$ cat config.mk
export PLATFORM = sky130hd
export DESIGN_NAME = timer_compare
export DESIGN_NICKNAME = d
export VERILOG_FILES = /design/src/rtl/timer_pkg.sv /design/src/rtl/comparator_eq.sv /design/src/rtl/timer_prescaler.sv /design/src/rtl/timer_compare.sv
export SDC_FILE = /design/constraint.sdc
export NUM_CORES = 1
export LEC_CHECK = 0
export ABC_AREA = 1
export CORE_MARGIN = 8
export CORE_UTILIZATION = 40
export DETAILED_ROUTE_END_ITERATION = 8
export PLACE_DENSITY = 0.67
export RECOVER_POWER = 50
export SETUP_SLACK_MARGIN = 0.02
export SLEW_MARGIN = 10
export SYNTH_ARGS = -nofsm -noshare
export SYNTH_HDL_FRONTEND = slang
export SYNTH_SLANG_ARGS = --single-unit
export TNS_END_PERCENT = 1
$ cat constraint.sdc
create_clock -name clk -period 2.4 [get_ports clk]
set_clock_uncertainty 0.05 [all_clocks]
set_input_delay 0.48 -clock clk [delete_from_list [all_inputs] [get_ports clk]]
set_output_delay 0.48 -clock clk [all_outputs]
set_load 0.005 [all_outputs]
$ cat src/rtl/timer_pkg.sv
// Shared types and default sizing for the compare-match timer.
package timer_pkg;

    typedef enum logic [1:0] {
        S_IDLE  = 2'd0,
        S_ARMED = 2'd1,
        S_FIRED = 2'd2
    } timer_state_t;

    localparam int TIMER_N_DEF          = 32;
    localparam int TIMER_PRESCALE_W_DEF = 8;

endpackage

$ cat src/rtl/comparator_eq.sv
// N-bit structural equality comparator; purely combinational, no flow control.
module comparator_eq #(
    parameter int N = 32
) (
    input  logic [N-1:0] a,
    input  logic [N-1:0] b,
    output logic         out
);

    assign out = (a == b);

endmodule

$ cat src/rtl/timer_prescaler.sv
// Divides enabled cycles into ticks: tick is combinational in the cycle the divider reaches prescale.
// enable low freezes the divider; clear forces it back to zero at the next edge.
module timer_prescaler #(
    parameter int PRESCALE_W = 8
) (
    input  logic                  clk,
    input  logic                  rst,
    input  logic                  enable,
    input  logic                  clear,
    input  logic [PRESCALE_W-1:0] prescale,
    output logic                  tick
);

    logic [PRESCALE_W-1:0] div_q, div_d;

    assign tick = enable && (div_q == prescale);

    always_comb begin
        div_d = div_q;
        if (clear || tick) begin
            div_d = '0;
        end else if (enable) begin
            div_d = div_q + PRESCALE_W'(1);
        end
    end

    always_ff @(posedge clk or negedge rst) begin
        if (!rst) begin
            div_q <= '0;
        end else begin
            div_q <= div_d;
        end
    end

endmodule

$ cat src/rtl/timer_compare.sv
// Compare-match timer: prescaled counter, one-shot/periodic match with registered pulse and sticky irq.
// Outputs are registered one cycle after the matching tick; optional count capture under TIMER_CAPTURE_EN.
module timer_compare
    import timer_pkg::*;
#(
    parameter int N          = TIMER_N_DEF,
    parameter int PRESCALE_W = TIMER_PRESCALE_W_DEF
) (
    input  logic                  clk,
    input  logic                  rst,
    input  logic                  enable,
    input  logic [PRESCALE_W-1:0] prescale,
    input  logic                  mode_periodic,
    input  logic                  cmp_valid,
    input  logic [N-1:0]          cmp_data,
    output logic                  cmp_ready,
    input  logic                  irq_clear,
    output logic [N-1:0]          count,
    output logic                  match_pulse,
    output logic                  irq_pending,
    output logic                  overflow
`ifdef TIMER_CAPTURE_EN
    ,
    input  logic                  capture_strobe,
    output logic [N-1:0]          capture_value
`endif
);

    timer_state_t state_q, state_d;
    logic [N-1:0] count_q, count_d;
    logic [N-1:0] cmp_q, cmp_d;
    logic         periodic_q, periodic_d;
    logic         match_pulse_q, irq_q, irq_d, ovf_q, ovf_d;

    logic tick, match, accept, fire, advance;

    // Gated by reset so a held cmp_valid is never seen as accepted while in reset.
    assign cmp_ready = rst && (state_q != S_ARMED);
    assign accept    = cmp_valid && cmp_ready;
    assign fire      = (state_q == S_ARMED) && tick && match;
    assign advance   = !accept && tick && !fire && (state_q != S_FIRED);

    timer_prescaler #(
        .PRESCALE_W (PRESCALE_W)
    ) u_prescaler (
        .clk      (clk),
        .rst      (rst),
        .enable   (enable),
        .clear    (accept),
        .prescale (prescale),
        .tick     (tick)
    );

    comparator_eq #(
        .N (N)
    ) u_cmp_eq (
        .a   (count_q),
        .b   (cmp_q),
        .out (match)
    );

    always_comb begin
        state_d    = state_q;
        count_d    = count_q;
        cmp_d      = cmp_q;
        periodic_d = periodic_q;
        if (accept) begin
            cmp_d      = cmp_data;
            periodic_d = mode_periodic;
            count_d    = '0;
            state_d    = S_ARMED;
        end else if (fire) begin
            if (periodic_q) begin
                count_d = '0;
            end else begin
                state_d = S_FIRED;
            end
        end else if (advance) begin
            count_d = count_q + N'(1);
        end
        irq_d = fire || (irq_q && !irq_clear);
        ovf_d = advance && (&count_q);
    end

    always_ff @(posedge clk or negedge rst) begin
        if (!rst) begin
            state_q       <= S_IDLE;
            count_q       <= '0;
            cmp_q         <= '0;
            periodic_q    <= 1'b0;
            match_pulse_q <= 1'b0;
            irq_q         <= 1'b0;
            ovf_q         <= 1'b0;
        end else begin
            state_q       <= state_d;
            count_q       <= count_d;
            cmp_q         <= cmp_d;
            periodic_q    <= periodic_d;
            match_pulse_q <= fire;
            irq_q         <= irq_d;
            ovf_q         <= ovf_d;
        end
    end

    assign count       = count_q;
    assign match_pulse = match_pulse_q;
    assign irq_pending = irq_q;
    assign overflow    = ovf_q;

`ifdef TIMER_CAPTURE_EN
    logic [N-1:0] capture_q;

    // Samples the pre-edge count, so a strobe on a periodic restart sees the matched value.
    always_ff @(posedge clk or negedge rst) begin
        if (!rst) begin
            capture_q <= '0;
        end else if (capture_strobe) begin
            capture_q <= count_q;
        end
    end

    assign capture_value = capture_q;
`endif

endmodule

Word-level counts from Yosys, hierarchy flattened:

Cells that the tools add are included.

* output and inout bits: 36
* bits of input ports: 46
* word-level logic and storage cells: 47
* register bits: 78

* add/sub/neg operators: 2
* muxes and demuxes: 9
* reduce and logical (&&, ||, !) cells: 21
* equal/unequal tests: 7

Operators by type and width (count)
* 2-to-1 mux 32 bit: 4
* adder 32 x 1 -> 32 bit (second input constant): 1
* equality test 32 bit: 1
* AND reduction 32 bit: 1
* 2-to-1 mux 8 bit: 2
* logical AND 1 bit: 10
* adder 8 x 1 -> 8 bit (second input constant): 1
* equality test 8 bit: 1
* 2-to-1 mux 2 bit: 3
* inequality test 2 x 1 -> 1 bit (second input constant): 2
* AND reduction 2 bit: 2
* nonzero test 2 bit: 2
* logical NOT 1 bit: 3
* inequality test 3 bit (second input constant): 1
* nonzero test 3 bit: 1
* equality test 2 x 1 -> 1 bit (second input constant): 1
* logical OR 1 bit: 2
* inequality test 2 bit (second input constant): 1

Depth between registers and ports, before layout:

* depth in word-level cells: 10
* mapped depth: 14

By module:

Synthesis repeated with hierarchy kept, for this count alone.

* cells, all modules: 749
* area total of the unflattened synthesis: 4917.2 µm²

Modules (own cells, without submodules)
* timer_compare: area each 3632.2 µm², cells each 492, times used 1
* comparator_eq: area each 645.6 µm², cells each 168, times used 1
* timer_prescaler: area each 639.4 µm², cells each 89, times used 1

Least setup slack after synthesis:

No wires, ideal clock.

* kind: input-to-reg
* start point: input enable
* end point: register count_q[30], in the netlist count[30]
* cell stages on the path: 13
* slack: 0.589 ns
* arrival time: 1.640 ns
* buffers on the path: 2
* setup time: 0.121 ns
* cells stage by stage: buf_4 > inv_2 > a21oi_1 > nand2_1 > nor2_1 > nand3_1 > nor2_1 > nand2_1 > nand3_2 > nand2_4 > buf_6 > nand2_2 > o21ai_2

* word-level cells in the longest chain between the ends: 8
* elaborated cells between the ends (all ways): 12
* classes of those cells: eq/ne: 1; mux: 2; reduce/logical: 9

Ends and longest elaborated chain
* start: declaration: RTL line timer_compare.sv:11 `input logic enable,`
* logical AND 1 bit *: RTL line timer_prescaler.sv:16 `assign tick = enable && (div_q == prescale);`
* logical AND 1 bit (2 in a row): RTL line timer_compare.sv:40 `assign fire = (state_q == S_ARMED) && tick && match;`
* logical NOT 1 bit: RTL line timer_compare.sv:41 `assign advance = !accept && tick && !fire && (state_q != S_FIRED);`
* logical AND 1 bit (2 in a row): RTL line timer_compare.sv:41
* nonzero test 3 bit (no line)
* AND reduction 2 bit (no line)
* end signal: assignment: RTL line timer_compare.sv:96 `count_q <= count_d;`
* end: declaration: RTL line timer_compare.sv:30 `logic [N-1:0] count_q, count_d;`

Mark *: on every way between the ends. The rest lies on a longest branch, timed or not.
A chain may end at the register's enable or synchronous reset.

Worst setup path after layout:

* start point: register state_q[0]
* end point: output cmp_ready

* word-level cells in the longest chain between the ends: 2

Ends and longest elaborated chain
* start: declaration: RTL line timer_compare.sv:29 `timer_state_t state_q, state_d;`
* start signal: assignment: RTL line timer_compare.sv:95 `state_q <= state_d;`
* inequality test 2 x 1 -> 1 bit: RTL line timer_compare.sv:38 `assign cmp_ready = rst && (state_q != S_ARMED);`
* logical AND 1 bit: RTL line timer_compare.sv:38
* end: declaration: RTL line timer_compare.sv:16 `output logic cmp_ready,`

Every way passes these cells.

==> impl_metrics.json <==
{
  "outcome": "complete, no violations",
  "htreeDepth": 3,
  "cts_buffer_depth": 2,
  "dieWidth_um": 131.7,
  "antenna_found_initial": 0,
  "cts_tree": "yes",
  "first_global_vias": 5429,
  "clk_pin_slew_ps": 60,
  "vdd_drop_max_mv": 0.4427,
  "ys_types": 33,
  "ant_nets": 0,
  "root_buffer": "clkbuf_16",
  "worstSetupPathType": "flip-flop to output pin",
  "maxCapViolations": 0,
  "cp.required_ps": 1870,
  "async_flop_share_pct": 100.0,
  "finalCritPeriodShare_pct": 94.11,
  "drv_slew": 0,
  "hold_violations": 0,
  "synth_edf_count": 0,
  "insertion_delay_ps": 350,
  "portBuffers": 81,
  "track_usage_pct": 19.24,
  "slew_headroom_pct": 16.98,
  "p_leak_nw": 3.213,
  "grt-ovfl-total": 0,
  "finish.utilization_pct": 52.17,
  "hold_ws_ps": 189.2,
  "coreArea_mm2": 0.01314,
  "synth_seq_cells": 78,
  "reg2reg_depth": 14,
  "viasPerCell": 4.952,
  "synthFlopType": "dfrtp_1",
  "fillers": 1353,
  "synth.avg_cell_area_um2": 6.713,
  "nets": 953,
  "start_util_pct": 40.72,
  "fin_setup_tns_ps": 0,
  "drc": 0,
  "cts_buffers": 9,
  "crit_arrival_ps": 1730,
  "r2r_end": "count[11]$_DFFE_PN0P_",
  "synth_top_area_cell": "dfrtp_1",
  "final_layout_size_suffix_gt1_share_pct": 14.29,
  "grt_max_degree": 54,
  "wirelength_mm": 16.50,
  "setup_viol": 0,
  "hp-class": "input pin to asynchronous set/reset pin",
  "reg2reg_from": "count[20]$_DFFE_PN0P_",
  "cts_hold_buf": 0,
  "n_antenna_cell": 0,
  "syn_area_mm2": 0.005350,
  "synth_area_leaders": "dfrtp_1 (36%), nand2_1 (20%), inv_1 (6.3%)",
  "fmaxAchievable_mhz": 442.8,
  "critical_path.max_fanout": 4,
  "rsz0062_at_grt": "no",
  "first_iter_violations": 347,
  "fp.dieH_um": 131.7,
  "synth_top_area_share_pct": 36.48,
  "grt_pass1_wl_mm": 26.93,
  "final_cells": 1086,
  "dp_cells": 1070,
  "seq_area_frac_synth_pct": 36.48,
  "syn_inst": 797,
  "drt_first_pass_iters": 5,
  "routedWlPerCell_um": 15.19,
  "vias": 5378,
  "area_growth_syn_to_layout_pct": 28.11,
  "startpoint_type": "flip-flop",
  "fin_crit_ps": 2259,
  "yosysWarnings": 0,
  "r2r_setup_slack_ps": 240,
  "hpwl_mm": 13.18,
  "worst_pin_slew_ps": 1245,
  "cts_sinks": 78,
  "rows": 42,
  "powerDensity_mw_per_mm2": 755.3,
  "die_area_mm2": 0.01733,
  "ios": 82,
  "place_congestion": 0.9371,
  "crit_path_end_kind": "output pin",
  "synth_nets": 845
}
[cell type report]
class                           count  area, um2  share of cell area (%)
Inverter                          104      390.4                   5.696
Sequential cell                    78       1952                   28.48
Clock inverter                      6      85.08                   1.241
Multi-Input combinational cell    600       2890                   42.17
Tap cell                          176      220.2                   3.213
Clock buffer                       10      239.0                   3.487
Timing Repair Buffer              112       1077                   15.72
[critical path, cell delays in order, from the launching register on]
cell and delay (ps):
dfrtp_1 400, nand2_1 150, inv_1 110, nor2_2 180
clkdlybuf4s50_1 540
[worst max-delay path by stage]
| stage | from | to | slack [ps] |
|---|---|---|---|
| finish | state_q[0]$_DFFE_PN0P_ | cmp_ready | 140 |
| global route | count[1]$_DFFE_PN0P_ | overflow$_DFF_PN0_ | 30 |
| global placement | prescale[4] | count[12]$_DFFE_PN0P_ | 30 |
| floorplan | enable | count[30]$_DFFE_PN0P_ | 590 |
| detailed placement | prescale[2] | count[28]$_DFFE_PN0P_ | 9 |
| CTS | state_q[0]$_DFFE_PN0P_ | cmp_ready | 50 |
[routing by layer]
layer  wire length, um  global-route usage [%]  vias up
met3              1005                   4.688       26
met2              7622                   31.09      149
met5                 0                       0        -
met1              7487                   24.15     2496
li1                  -                       -     2707
met4               381                   7.849        0
[cells by family (layout without fill, tap and decap cells)]
kind of cell | count (synthesis) | count (layout) | share of synthesized area, %
xor+xnor | 26 | 26 | 4.256
flops | 78 | 78 | 36.48
simple gates | 494 | 494 | 40.20
compound gates | 78 | 78 | 9.097
buf+inv | 119 | 232 | 9.495
fa+ha+maj | 2 | 2 | 0.4677
[registers in the layout, indices dropped and copies added, names as in the netlist]
| signal | count |
|---|---|
| irq_pending | 1 |
| count | 32 |
| u_prescaler.div_q | 8 |
| periodic_q | 1 |
| cmp_q | 32 |
| match_pulse | 1 |
| state_q | 2 |
| overflow | 1 |
[cell usage after synthesis, drive strengths merged, types with 2 or more instances]
| library cell | instances |
|---|---|
| a21oi | 7 |
| and2 | 2 |
| buf | 12 |
| clkbuf | 3 |
| dfrtp | 78 |
| ha | 2 |
| inv | 103 |
| nand2 | 315 |
| nand3 | 30 |
| nand4 | 22 |
| nor2 | 95 |
| nor3 | 27 |
| o21ai | 68 |
| o31ai | 2 |
| xnor2 | 4 |
| xor2 | 22 |
[metrics by stage]
step | power (mW) | setup WS [ps] | instance area [um2]
6_report | 5.177 | 141.4 | 6854
5_1_grt | 5.575 | 28.99 | 6854
4_1_cts | 5.216 | 53.53 | 6868
3_5_place_dp | 3.686 | 8.786 | 6544
3_3_place_gp | 3.676 | 25.87 | 6544
2_1_floorplan | 3.096 | 588.9 | 5350
[power breakdown]
| part | leakage (nW) | internal (mW) | switching [mW] |
|---|---|---|---|
| Clock | 0.154 | 0.936 | 0.576 |
| Combinational | 2.04 | 0.664 | 1.13 |
| Sequential | 1.02 | 1.64 | 0.232 |
[layout by cell type, fill, tap and decap left out, drive strengths merged, types with 4 or more instances in the layout]
master / synthesis / layout
clkbuf: 3 / 15
nor3: 27 / 27
nand3: 30 / 30
dlygate4sd3: 0 / 12
nand2: 315 / 315
a21oi: 7 / 7
xnor2: 4 / 4
buf: 12 / 27
o21ai: 68 / 68
clkdlybuf4s50: 0 / 68
dfrtp: 78 / 78
inv: 103 / 103
nand4: 22 / 22
xor2: 22 / 22
nor2: 95 / 95
[timing repair]
| item | CTS | global route |
|---|---|---|
| hold endpoints to repair | 0 | 0 |
| setup endpoints to repair | 0 | 1 |
| setup buffers | 0 | 0 |
| gates resized for setup | 0 | 1 |
No activity file was read; power rests on OpenSTA's default activity.
